<file path="src/rtl/bus_cycle_pkg.sv">
// Shared definitions for the local bus initiator and its lane steering logic.
package bus_cycle_pkg;

    typedef enum logic [2:0] {
        ST_IDLE    = 3'd0,
        ST_ADDR    = 3'd1,
        ST_STROBE  = 3'd2,
        ST_WDS     = 3'd3,
        ST_WAIT    = 3'd4,
        ST_END     = 3'd5,
        ST_RECOVER = 3'd6,
        ST_ERR     = 3'd7
    } state_t;

    localparam logic [1:0] SIZ_BYTE = 2'b01;
    localparam logic [1:0] SIZ_WORD = 2'b10;
    localparam logic [1:0] SIZ_LONG = 2'b00;

    localparam int TIMEOUT_DEFAULT  = 64;
    localparam int RECOVERY_DEFAULT = 1;

endpackage

</file>
<file path="src/rtl/byte_lane_steer.sv">
// Big-endian 68020 lane steering: write replication, read extraction and
// the size/alignment legality flag. Purely combinational.
module byte_lane_steer
    import bus_cycle_pkg::*;
(
    input  logic [1:0]  siz,
    input  logic [1:0]  addr_lo,
    input  logic [31:0] wdata,
    input  logic [31:0] d_in,
    output logic [31:0] d_out,
    output logic [31:0] rdata,
    output logic        legal
);

    // Replicate the operand onto every lane and pick the addressed lane on reads.
    always_comb begin
        d_out = wdata;
        rdata = d_in;
        legal = 1'b1;
        case (siz)
            SIZ_BYTE: begin
                d_out = {4{wdata[7:0]}};
                case (addr_lo)
                    2'b00:   rdata = {24'h0, d_in[31:24]};
                    2'b01:   rdata = {24'h0, d_in[23:16]};
                    2'b10:   rdata = {24'h0, d_in[15:8]};
                    default: rdata = {24'h0, d_in[7:0]};
                endcase
            end
            SIZ_WORD: begin
                d_out = {2{wdata[15:0]}};
                rdata = addr_lo[1] ? {16'h0, d_in[15:0]} : {16'h0, d_in[31:16]};
                legal = ~addr_lo[0];
            end
            SIZ_LONG: begin
                legal = (addr_lo == 2'b00);
            end
            default: begin
                rdata = 32'h0;
                legal = 1'b0;
            end
        endcase
    end

endmodule

</file>
<file path="src/rtl/bus_cycle_master.sv">
// Local bus initiator running single asynchronous 68020-style cycles toward
// on-board responders, with timeout-to-bus-error and post-cycle recovery.
//
// state   | meaning
// IDLE    | bus negated, waiting for REQ with GRANT
// ADDR    | address/size/direction (and write data) driven, strobes negated
// STROBE  | AS20 asserted; DS20 too for reads
// WDS     | write only: DS20 asserted one clock after AS20
// WAIT    | waiting for TERM_N, timeout counter running
// END     | strobes negated, DONE pulse, write data still driven
// RECOVER | bus held negated before the next cycle may start
// ERR     | illegal request: DONE with BERR_OUT, no strobes
module bus_cycle_master
    import bus_cycle_pkg::*;
#(
    parameter int TIMEOUT_CYCLES  = TIMEOUT_DEFAULT,
    parameter int RECOVERY_CYCLES = RECOVERY_DEFAULT
) (
    input  logic        CLKCPU,
    input  logic        RESET,
    input  logic        REQ,
    input  logic        REQ_WR,
    input  logic [23:0] REQ_ADDR,
    input  logic [1:0]  REQ_SIZ,
    input  logic [31:0] REQ_WDATA,
    input  logic        GRANT,
    output logic        BUSY,
    output logic        DONE,
    output logic        BERR_OUT,
    output logic [31:0] RDATA,
    output logic [23:0] A,
    output logic [1:0]  SIZ,
    output logic        AS20,
    output logic        DS20,
    output logic        RW20,
    output logic [31:0] D_OUT,
    output logic        D_OE,
    input  logic [31:0] D_IN,
    input  logic        TERM_N
);

    localparam int TO_W = $clog2(TIMEOUT_CYCLES + 1);
    localparam int RC_W = $clog2(RECOVERY_CYCLES + 1);

    state_t        state, state_nxt;
    logic          wr_q;
    logic [23:0]   addr_q;
    logic [1:0]    siz_q;
    logic [31:0]   dout_q;
    logic [31:0]   rdata_q;
    logic          berr_q;
    logic [TO_W-1:0] to_cnt;
    logic [RC_W-1:0] rc_cnt;

    logic          accept;
    logic          to_done;
    logic          rc_done;
    logic [1:0]    steer_siz;
    logic [1:0]    steer_alo;
    logic [31:0]   lane_wdata;
    logic [31:0]   lane_rdata;
    logic          lane_legal;

    assign accept  = (state == ST_IDLE) && REQ && GRANT;
    assign to_done = (to_cnt == TO_W'(TIMEOUT_CYCLES - 1));
    assign rc_done = (rc_cnt == RC_W'(RECOVERY_CYCLES - 1));

    // In IDLE the steer judges the incoming request; afterwards it decodes the latched one.
    assign steer_siz = (state == ST_IDLE) ? REQ_SIZ       : siz_q;
    assign steer_alo = (state == ST_IDLE) ? REQ_ADDR[1:0] : addr_q[1:0];

    byte_lane_steer u_steer (
        .siz     (steer_siz),
        .addr_lo (steer_alo),
        .wdata   (REQ_WDATA),
        .d_in    (D_IN),
        .d_out   (lane_wdata),
        .rdata   (lane_rdata),
        .legal   (lane_legal)
    );

    // State register; reset drops straight to IDLE so strobes negate asynchronously.
    always_ff @(posedge CLKCPU or negedge RESET) begin
        if (!RESET) state <= ST_IDLE;
        else        state <= state_nxt;
    end

    // Next-state and bus-signal decode.
    always_comb begin
        state_nxt = state;
        AS20      = 1'b1;
        DS20      = 1'b1;
        RW20      = 1'b1;
        D_OE      = 1'b0;
        BUSY      = 1'b1;
        DONE      = 1'b0;
        BERR_OUT  = 1'b0;
        case (state)
            ST_IDLE: begin
                BUSY = 1'b0;
                if (accept) state_nxt = lane_legal ? ST_ADDR : ST_ERR;
            end
            ST_ADDR: begin
                RW20      = ~wr_q;
                D_OE      = wr_q;
                state_nxt = ST_STROBE;
            end
            ST_STROBE: begin
                AS20      = 1'b0;
                DS20      = wr_q;
                RW20      = ~wr_q;
                D_OE      = wr_q;
                state_nxt = wr_q ? ST_WDS : ST_WAIT;
            end
            ST_WDS: begin
                AS20      = 1'b0;
                DS20      = 1'b0;
                RW20      = ~wr_q;
                D_OE      = wr_q;
                state_nxt = ST_WAIT;
            end
            ST_WAIT: begin
                AS20 = 1'b0;
                DS20 = 1'b0;
                RW20 = ~wr_q;
                D_OE = wr_q;
                if (!TERM_N || to_done) state_nxt = ST_END;
            end
            ST_END: begin
                RW20      = ~wr_q;
                D_OE      = wr_q;
                DONE      = 1'b1;
                BERR_OUT  = berr_q;
                state_nxt = ST_RECOVER;
            end
            ST_RECOVER: begin
                if (rc_done) state_nxt = ST_IDLE;
            end
            ST_ERR: begin
                DONE      = 1'b1;
                BERR_OUT  = 1'b1;
                state_nxt = ST_RECOVER;
            end
            default: state_nxt = ST_IDLE;
        endcase
    end

    // Request latch, result capture and the WAIT/RECOVER counters.
    always_ff @(posedge CLKCPU or negedge RESET) begin
        if (!RESET) begin
            wr_q    <= 1'b0;
            addr_q  <= 24'h0;
            siz_q   <= 2'b00;
            dout_q  <= 32'h0;
            rdata_q <= 32'h0;
            berr_q  <= 1'b0;
            to_cnt  <= '0;
            rc_cnt  <= '0;
        end else begin
            if (accept) begin
                wr_q   <= REQ_WR;
                addr_q <= REQ_ADDR;
                siz_q  <= REQ_SIZ;
                dout_q <= lane_wdata;
                berr_q <= 1'b0;
                if (!lane_legal) rdata_q <= 32'h0;
            end
            if (state == ST_WAIT) begin
                if (!TERM_N) begin
                    rdata_q <= wr_q ? 32'h0 : lane_rdata;
                    berr_q  <= 1'b0;
                end else if (to_done) begin
                    rdata_q <= 32'h0;
                    berr_q  <= 1'b1;
                end
                if (to_cnt != TO_W'(TIMEOUT_CYCLES)) to_cnt <= to_cnt + 1'b1;
            end else begin
                to_cnt <= '0;
            end
            if (state == ST_RECOVER) begin
                if (rc_cnt != RC_W'(RECOVERY_CYCLES)) rc_cnt <= rc_cnt + 1'b1;
            end else begin
                rc_cnt <= '0;
            end
        end
    end

    assign A     = addr_q;
    assign SIZ   = siz_q;
    assign D_OUT = dout_q;
    assign RDATA = rdata_q;

endmodule

</file>
<file path="config.mk">
export PLATFORM = sky130hd
export DESIGN_NAME = bus_cycle_master
export DESIGN_NICKNAME = d
export VERILOG_FILES = /design/src/rtl/bus_cycle_pkg.sv /design/src/rtl/byte_lane_steer.sv /design/src/rtl/bus_cycle_master.sv
export SDC_FILE = /design/constraint.sdc
export NUM_CORES = 1
export LEC_CHECK = 0
export CORE_AREA = 2 2 105 107
export DETAILED_ROUTE_END_ITERATION = 8
export DIE_AREA = 0 0 107 109
export PLACE_DENSITY = 0.93
export SYNTH_ARGS = -nofsm -noshare
export SYNTH_HDL_FRONTEND = slang
export SYNTH_SLANG_ARGS = --single-unit
</file>
<file path="constraint.sdc">
create_clock -name CLKCPU -period 4.1 [get_ports CLKCPU]
set_clock_uncertainty 0.15 [all_clocks]
set_input_delay 0.41 -clock CLKCPU [delete_from_list [all_inputs] [get_ports CLKCPU]]
set_output_delay 0.41 -clock CLKCPU [all_outputs]
set_load 0.02 [all_outputs]
</file>
# --- Yosys cells after proc, flatten, opt, wreduce, memory -nomap -nowiden ---
# Cells that the tools add are included.
word_totals:
  wordCells: 76
  rom_bits: 0
  memories: 0
  ram_bits: 0
  regBits: 103
  latchBits: 0
classes:
  addsub: 2
  multipliers: 0
  order_cmp: 0
  n_eq_ne: 17
  bitwise: 2
  reduce_logical: 12
  shifts: 0
  div_mod_pow: 0
  n_mux: 34
ops:
  columns: ["op", "n"]
  rows:
  - ["$mux W32", 6]
  - ["$pmux W32 S3", 1]
  - ["$pmux W32 S2", 1]
  - ["$pmux W8 S3", 1]
  - ["$pmux W3 S7", 1]
  - ["$mux W16", 1]
  - ["$mux W3", 5]
  - ["$mux W7", 2]
  - ["$eq A3 B3 Y1 const B", 4]
  - ["$mux W1", 11]
  - ["$add A7 B1 Y7 const B", 1]
  - ["$eq A7 B6 Y1 const B", 1]
  - ["$ne A7 B7 Y1 const B", 1]
  - ["$eq A3 B2 Y1 const B", 2]
  - ["$ne A2 B2 Y1 const B", 3]
  - ["$reduce_or A5 Y1", 1]
  - ["$eq A2 B1 Y1 const B", 2]
  - ["$eq A2 B2 Y1 const B", 2]
  - ["$logic_not A2 Y1", 2]
  - ["$mux W2", 2]
  - ["$pmux W1 S2", 2]
  - ["$reduce_or A2 Y1", 2]
  - ["$eq A3 B1 Y1 const B", 1]
  - ["$logic_not A3 Y1", 1]
  - ["other kinds (9)", 11]

# --- Depth between registers and ports, before layout ---
depth:
  ltp_word: 9
  depth_mapped: 11
  depth_no_buf: 9

# --- Modules after synthesis ---
# Synthesis repeated with hierarchy kept, for this count alone.
unflattened:
  cells_unflattened: 572
  area_unflattened_um2: 5129.9
by_module_without_submodules:
  columns: ["module", "n_inst", "seq_area_each_um2", "area_per_inst_um2", "cells_per_inst"]
  rows:
  - ["bus_cycle_master", 1, 2577.5, 4105.2, 419]
  - ["byte_lane_steer", 1, 0.0, 1024.7, 153]

# --- Least setup slack after synthesis ---
# Ideal clock, no wire load.
synth_path:
  kind: "register -> register"
  start: "register state[0]"
  end: "register rdata_q[1] (netlist: RDATA[1])"
  t_arrival_ps: 2499
  stages_incl_launch_ff: 12
  slack_ps: 1325
  path_cell_list: "dfrtp_1 > buf_6 > nor3_4 > mux2i_1 > inv_1 > ha_1 > buf_1 > and3_1 > clkbuf_2 > o31a_1 > a21o_1 > a221o_1"
synth_between:
  elab_chain_len: 9
  word_cells_on_any_way: 23
  classes_between: "eq/ne: 5; mux: 12; bitwise: 1; reduce/logical: 5"
synth_lines:
  columns: ["item", "line", "text"]
  rows:
  - ["start, declared", "bus_cycle_master.sv:45", "state_t state, state_nxt;"]
  - ["start signal, assigned", "bus_cycle_master.sv:85", "else state <= state_nxt;"]
  - ["$logic_not A3 Y1", "bus_cycle_master.sv:64, bus_cycle_master.sv:69, bus_cycle_master.sv:70", null]
  - ["$mux W2 (on tied branches)", "bus_cycle_master.sv:69, bus_cycle_master.sv:70", null]
  - ["$eq A2 B2 Y1, or another cell as far along", "byte_lane_steer.sv:20", "case (siz)"]
  - ["$pmux W1 S3", "byte_lane_steer.sv:20", null]
  - ["$mux W32", "bus_cycle_master.sv:166", "if (!lane_legal) rdata_q <= 32'h0;"]
  - ["$mux W32", "bus_cycle_master.sv:160", "if (accept) begin"]
  - ["$mux W32", "bus_cycle_master.sv:172", "end else if (to_done) begin"]
  - ["$mux W32", "bus_cycle_master.sv:169", "if (!TERM_N) begin"]
  - ["$mux W32 (*)", "bus_cycle_master.sv:168", "if (state == ST_WAIT) begin"]
  - ["end signal, assigned", "bus_cycle_master.sv:170", "rdata_q <= wr_q ? 32'h0 : lane_rdata;"]
  - ["end, declared", "bus_cycle_master.sv:50", "logic [31:0] rdata_q;"]
# Every way passes the cells marked *; elsewhere a longest branch is shown, timed or not.
# A chain may end at the register's enable or synchronous reset.

# --- Worst setup path after layout ---
layout_path:
  start: "register state[0]"
  end: "register rdata_q[5] (netlist: RDATA[5])"
# The elaborated chain is that of the path after synthesis.

==> results.toml <==
[outcome]
outcome = "finished with violations"
violated_checks = "negative hold slack"

[grt]
wire_length_of_the_first_global_routing_pass_mm = 24.82
via_count_of_the_first_global_routing_pass = 4835
maximum_number_of_pins_on_one_net_before_global_route_repair = 72
antenna_violations_before_repair = 0
grt_usage_pct = 27.32
global_route.overflow_total = 0

[pwr]
power.static_leakage_uw = 0.003155
vdd_ir_drop_max_v = 0.0004620
pwr_density_cell_nw_per_um2 = 795.4
totalPowerFinal_uw = 5738

[yosys]
postSynthAreaPerCell_um2 = 9.167
synth-warning-count = 0
post_synth_main_area_contributors = "sky130_fd_sc_hd__dfrtp_1, sky130_fd_sc_hd__nand2_1, sky130_fd_sc_hd__a22o_1"
count_of_flip_flops_with_a_built_in_enable_after_synthesis = 0
synth_seq_area_share_pct = 51.88
synthArstFlopShare_pct = 100.0
total_nets_after_synthesis = 644
synthesis.instances = 542
synth-main-ff-cell = "sky130_fd_sc_hd__dfrtp_1"
count_of_distinct_cell_types_in_the_synthesized_netlist = 54
netlist.top_cell.by_area = "sky130_fd_sc_hd__dfrtp_1"
synth_seq_cells = 103
synth.top_cell.area_share_pct = 51.88
netlist_area_before_placement_um2 = 4969

[drt]
detailroute.via_count = 4988
met1Wirelength_mm = 6.208
drc = 0
post_drt_antenna_nets = 0
post_drt_wl_per_cell_um = 17.87
vias_per_cell = 5.747
dr.pass1.iters = 6
met2_length_mm = 7.490
wl_met3_mm = 1.508
dr.max_layer_used = "met4"
detail_route.iter0.violations = 415
totalWireLength_mm = 15.51

[setup_path]
reg2reg_to = "RDATA[5]"
crit_path_cell_trace = "nor3_4, mux2i_1, ha_1, clkinv_1, nor4_4, a22o_1, a221o_1"
rr_startpoint = "state[0]"
worst_r2r_path_depth = 7
cp.arrival_ps = 3700
endpoint_kind = "flip-flop"
cp_slowest_stage_delay_ps = 620
critical_path.slowest_cell = "sky130_fd_sc_hd__nor4_4"
crit_fanout = 15
start_kind = "flip-flop"
cp_data_required_time_ps = 4260
worst-r2r-setup-slack_ps = 550
critical_path_class = "reg2reg"

[floorplan]
floorplan.die.width_um = 107
total_i_o_pin_count = 193
design.core.area_um2 = 10600
floorplan.rows = 38
chipHeight_um = 109
initial_core_util_pct = 46.86
die_area_um2 = 11660

[timing]
setup-violations-final = 0
relSlewSlack_pct = 42.35
rsz_0062_raised_after_global_routing = "no"
final.period_utilization_pct = 86.49
clock.fmax_ghz = 0.2820
setup_slack_ps = 553.8
finalSetupTns_ps = 0
timing.final.crit_period_ps = 3546
hold_ws_ps = -10.09
final_max_slew_viol_count = 0
final_hold_violating_endpoints = 10
worst_slew_pin_slew_ps = 864.7

[placed_design]
place_worst_setup_slack_ps = 639.9
place.detailed.hpwl_mm = 11.62
finalWeightedCongestion = 0.9364
placement.io_buffers = 192

[cts]
ctsHoldBuffers = 0
cts_setup_buffers = 0
cts-buffers-inserted = 9
insertion_delay_ps = 370
htreeDepth = 3
cts_tree = "yes"
clock_sink_count = 103
cts_clk_pin_slew_worst_paths_ps = 90
cts_repair_resize_count = 0
max-clock-path-buffers = 2
cts.root.buffer_cell = "sky130_fd_sc_hd__clkbuf_8"

[final_layout]
layout_common_cells = "sky130_fd_sc_hd__clkdlybuf4s50_1, sky130_fd_sc_hd__nand2_1, sky130_fd_sc_hd__dfrtp_1"
finish.utilization_pct = 68.04
total_nets_final = 825
fill_cells = 791
flow.area_growth_from_synthesis_pct = 45.20
antenna-diode-count = 0
drive_above_1_share_pct = 5.220
most_common_cell_after_layout_fill_and_taps_aside = "sky130_fd_sc_hd__clkdlybuf4s50_1"

[min_path]
worstHoldPathType = "in2async"

[job]
drv.max_cap_violation_count = 0
-- synth_stat cells (2+ instances only) --
cell type / count
sky130_fd_sc_hd__a211oi_1: 3
sky130_fd_sc_hd__a21o_1: 2
sky130_fd_sc_hd__a21oi_1: 45
sky130_fd_sc_hd__a221o_1: 2
sky130_fd_sc_hd__a221oi_1: 8
sky130_fd_sc_hd__a22o_1: 27
sky130_fd_sc_hd__a22oi_1: 6
sky130_fd_sc_hd__a2bb2oi_1: 2
sky130_fd_sc_hd__a31oi_1: 5
sky130_fd_sc_hd__and2_1: 3
sky130_fd_sc_hd__and3_1: 2
sky130_fd_sc_hd__buf_2: 8
sky130_fd_sc_hd__clkbuf_1: 17
sky130_fd_sc_hd__dfrtp_1: 103
sky130_fd_sc_hd__ha_1: 6
sky130_fd_sc_hd__inv_1: 13
sky130_fd_sc_hd__mux2i_1: 6
sky130_fd_sc_hd__nand2_1: 131
sky130_fd_sc_hd__nand2b_1: 5
sky130_fd_sc_hd__nand3_1: 21
sky130_fd_sc_hd__nor2_1: 52
sky130_fd_sc_hd__nor2b_1: 3
sky130_fd_sc_hd__nor4_1: 2
sky130_fd_sc_hd__o211ai_1: 8
sky130_fd_sc_hd__o21a_1: 5
sky130_fd_sc_hd__o21ai_0: 24
sky130_fd_sc_hd__o31a_1: 2
sky130_fd_sc_hd__or2_2: 3
sky130_fd_sc_hd__xnor2_1: 2
sky130_fd_sc_hd__xor2_1: 2
-- registers in the layout, summed over array words and instances, names as in the netlist --
register	count
SIZ	2
RDATA	32
rc_cnt	1
state	3
to_cnt	7
D_OUT	32
berr_q	1
A	24
wr_q	1
-- worst max-delay path, delay by kind of cell (launching register included) --
family,cells,cell delay (ps)
AOI/OAI and AO/OA,2,350
DFF,1,610
and+or+nand+nor,2,1140
muxes,1,350
buffers and inverters,1,400
adders and majority gates,1,490
-- worst max-delay path by stage --
| stage | start | to | slack [ps] | cells after the start |
|---|---|---|---|---|
| 6_report | state[0] | RDATA[5] | 550 | 7 |
| 5_1_grt | state[0] | RDATA[6] | 270 | 7 |
| 4_1_cts | state[0] | RDATA[6] | 620 | 7 |
| 3_5_place_dp | state[0] | RDATA[6] | 640 | 7 |
| 3_3_place_gp | state[0] | RDATA[1] | 840 | 7 |
| 2_1_floorplan | state[0] | RDATA[1] | 1320 | 11 |
-- where the power goes --
| part | internal (uW) | total, uW | switching, uW | leakage (uW) |
|---|---|---|---|---|
| clock | 347 | 698 | 350 | 0.000103 |
| sequential | 1460 | 1830 | 369 | 0.00130 |
| combinational | 1410 | 3210 | 1800 | 0.00175 |
-- cell families (layout without fill, tap and decap cells) --
kind of cell / after synthesis / count (layout) / share of synthesized area, %
adders and majority gates: 6 / 6 / 1.511
and+or+nand+nor: 233 / 233 / 20.83
muxes: 7 / 7 / 1.435
xor gates and xnor gates: 4 / 4 / 0.7052
DFF: 103 / 103 / 51.88
buffers and inverters: 44 / 230 / 3.777
AOI/OAI and AO/OA: 145 / 145 / 19.87
-- per-stage QoR --
stage	cells	hold slack, ps	instance area [um^2]
4_1_cts	868	26.83	7214
5_1_grt	868	48.88	7214
3_5_place_dp	852	312.4	6994
3_3_place_gp	852	309.2	6994
2_1_floorplan	542	-35.59	4969
6_report	868	-10.09	7214
-- metal layers --
layer	up-vias	track usage, %
li1	2236	-
met1	2439	34.77
met2	283	45.50
met3	30	7.412
met4	0	9.091
met5	-	0
-- layout make-up --
class	count	area [um^2]	area share [%]
flip-flops and latches	103	2577	35.73
multi-input cells	395	2213	30.68
repair buffers	199	1972	27.33
well taps	140	175.2	2.428
clock buffers	10	127.6	1.769
clock inverters	6	92.59	1.283
inverters	15	56.30	0.7804
Power figures use the tool's default switching activity.
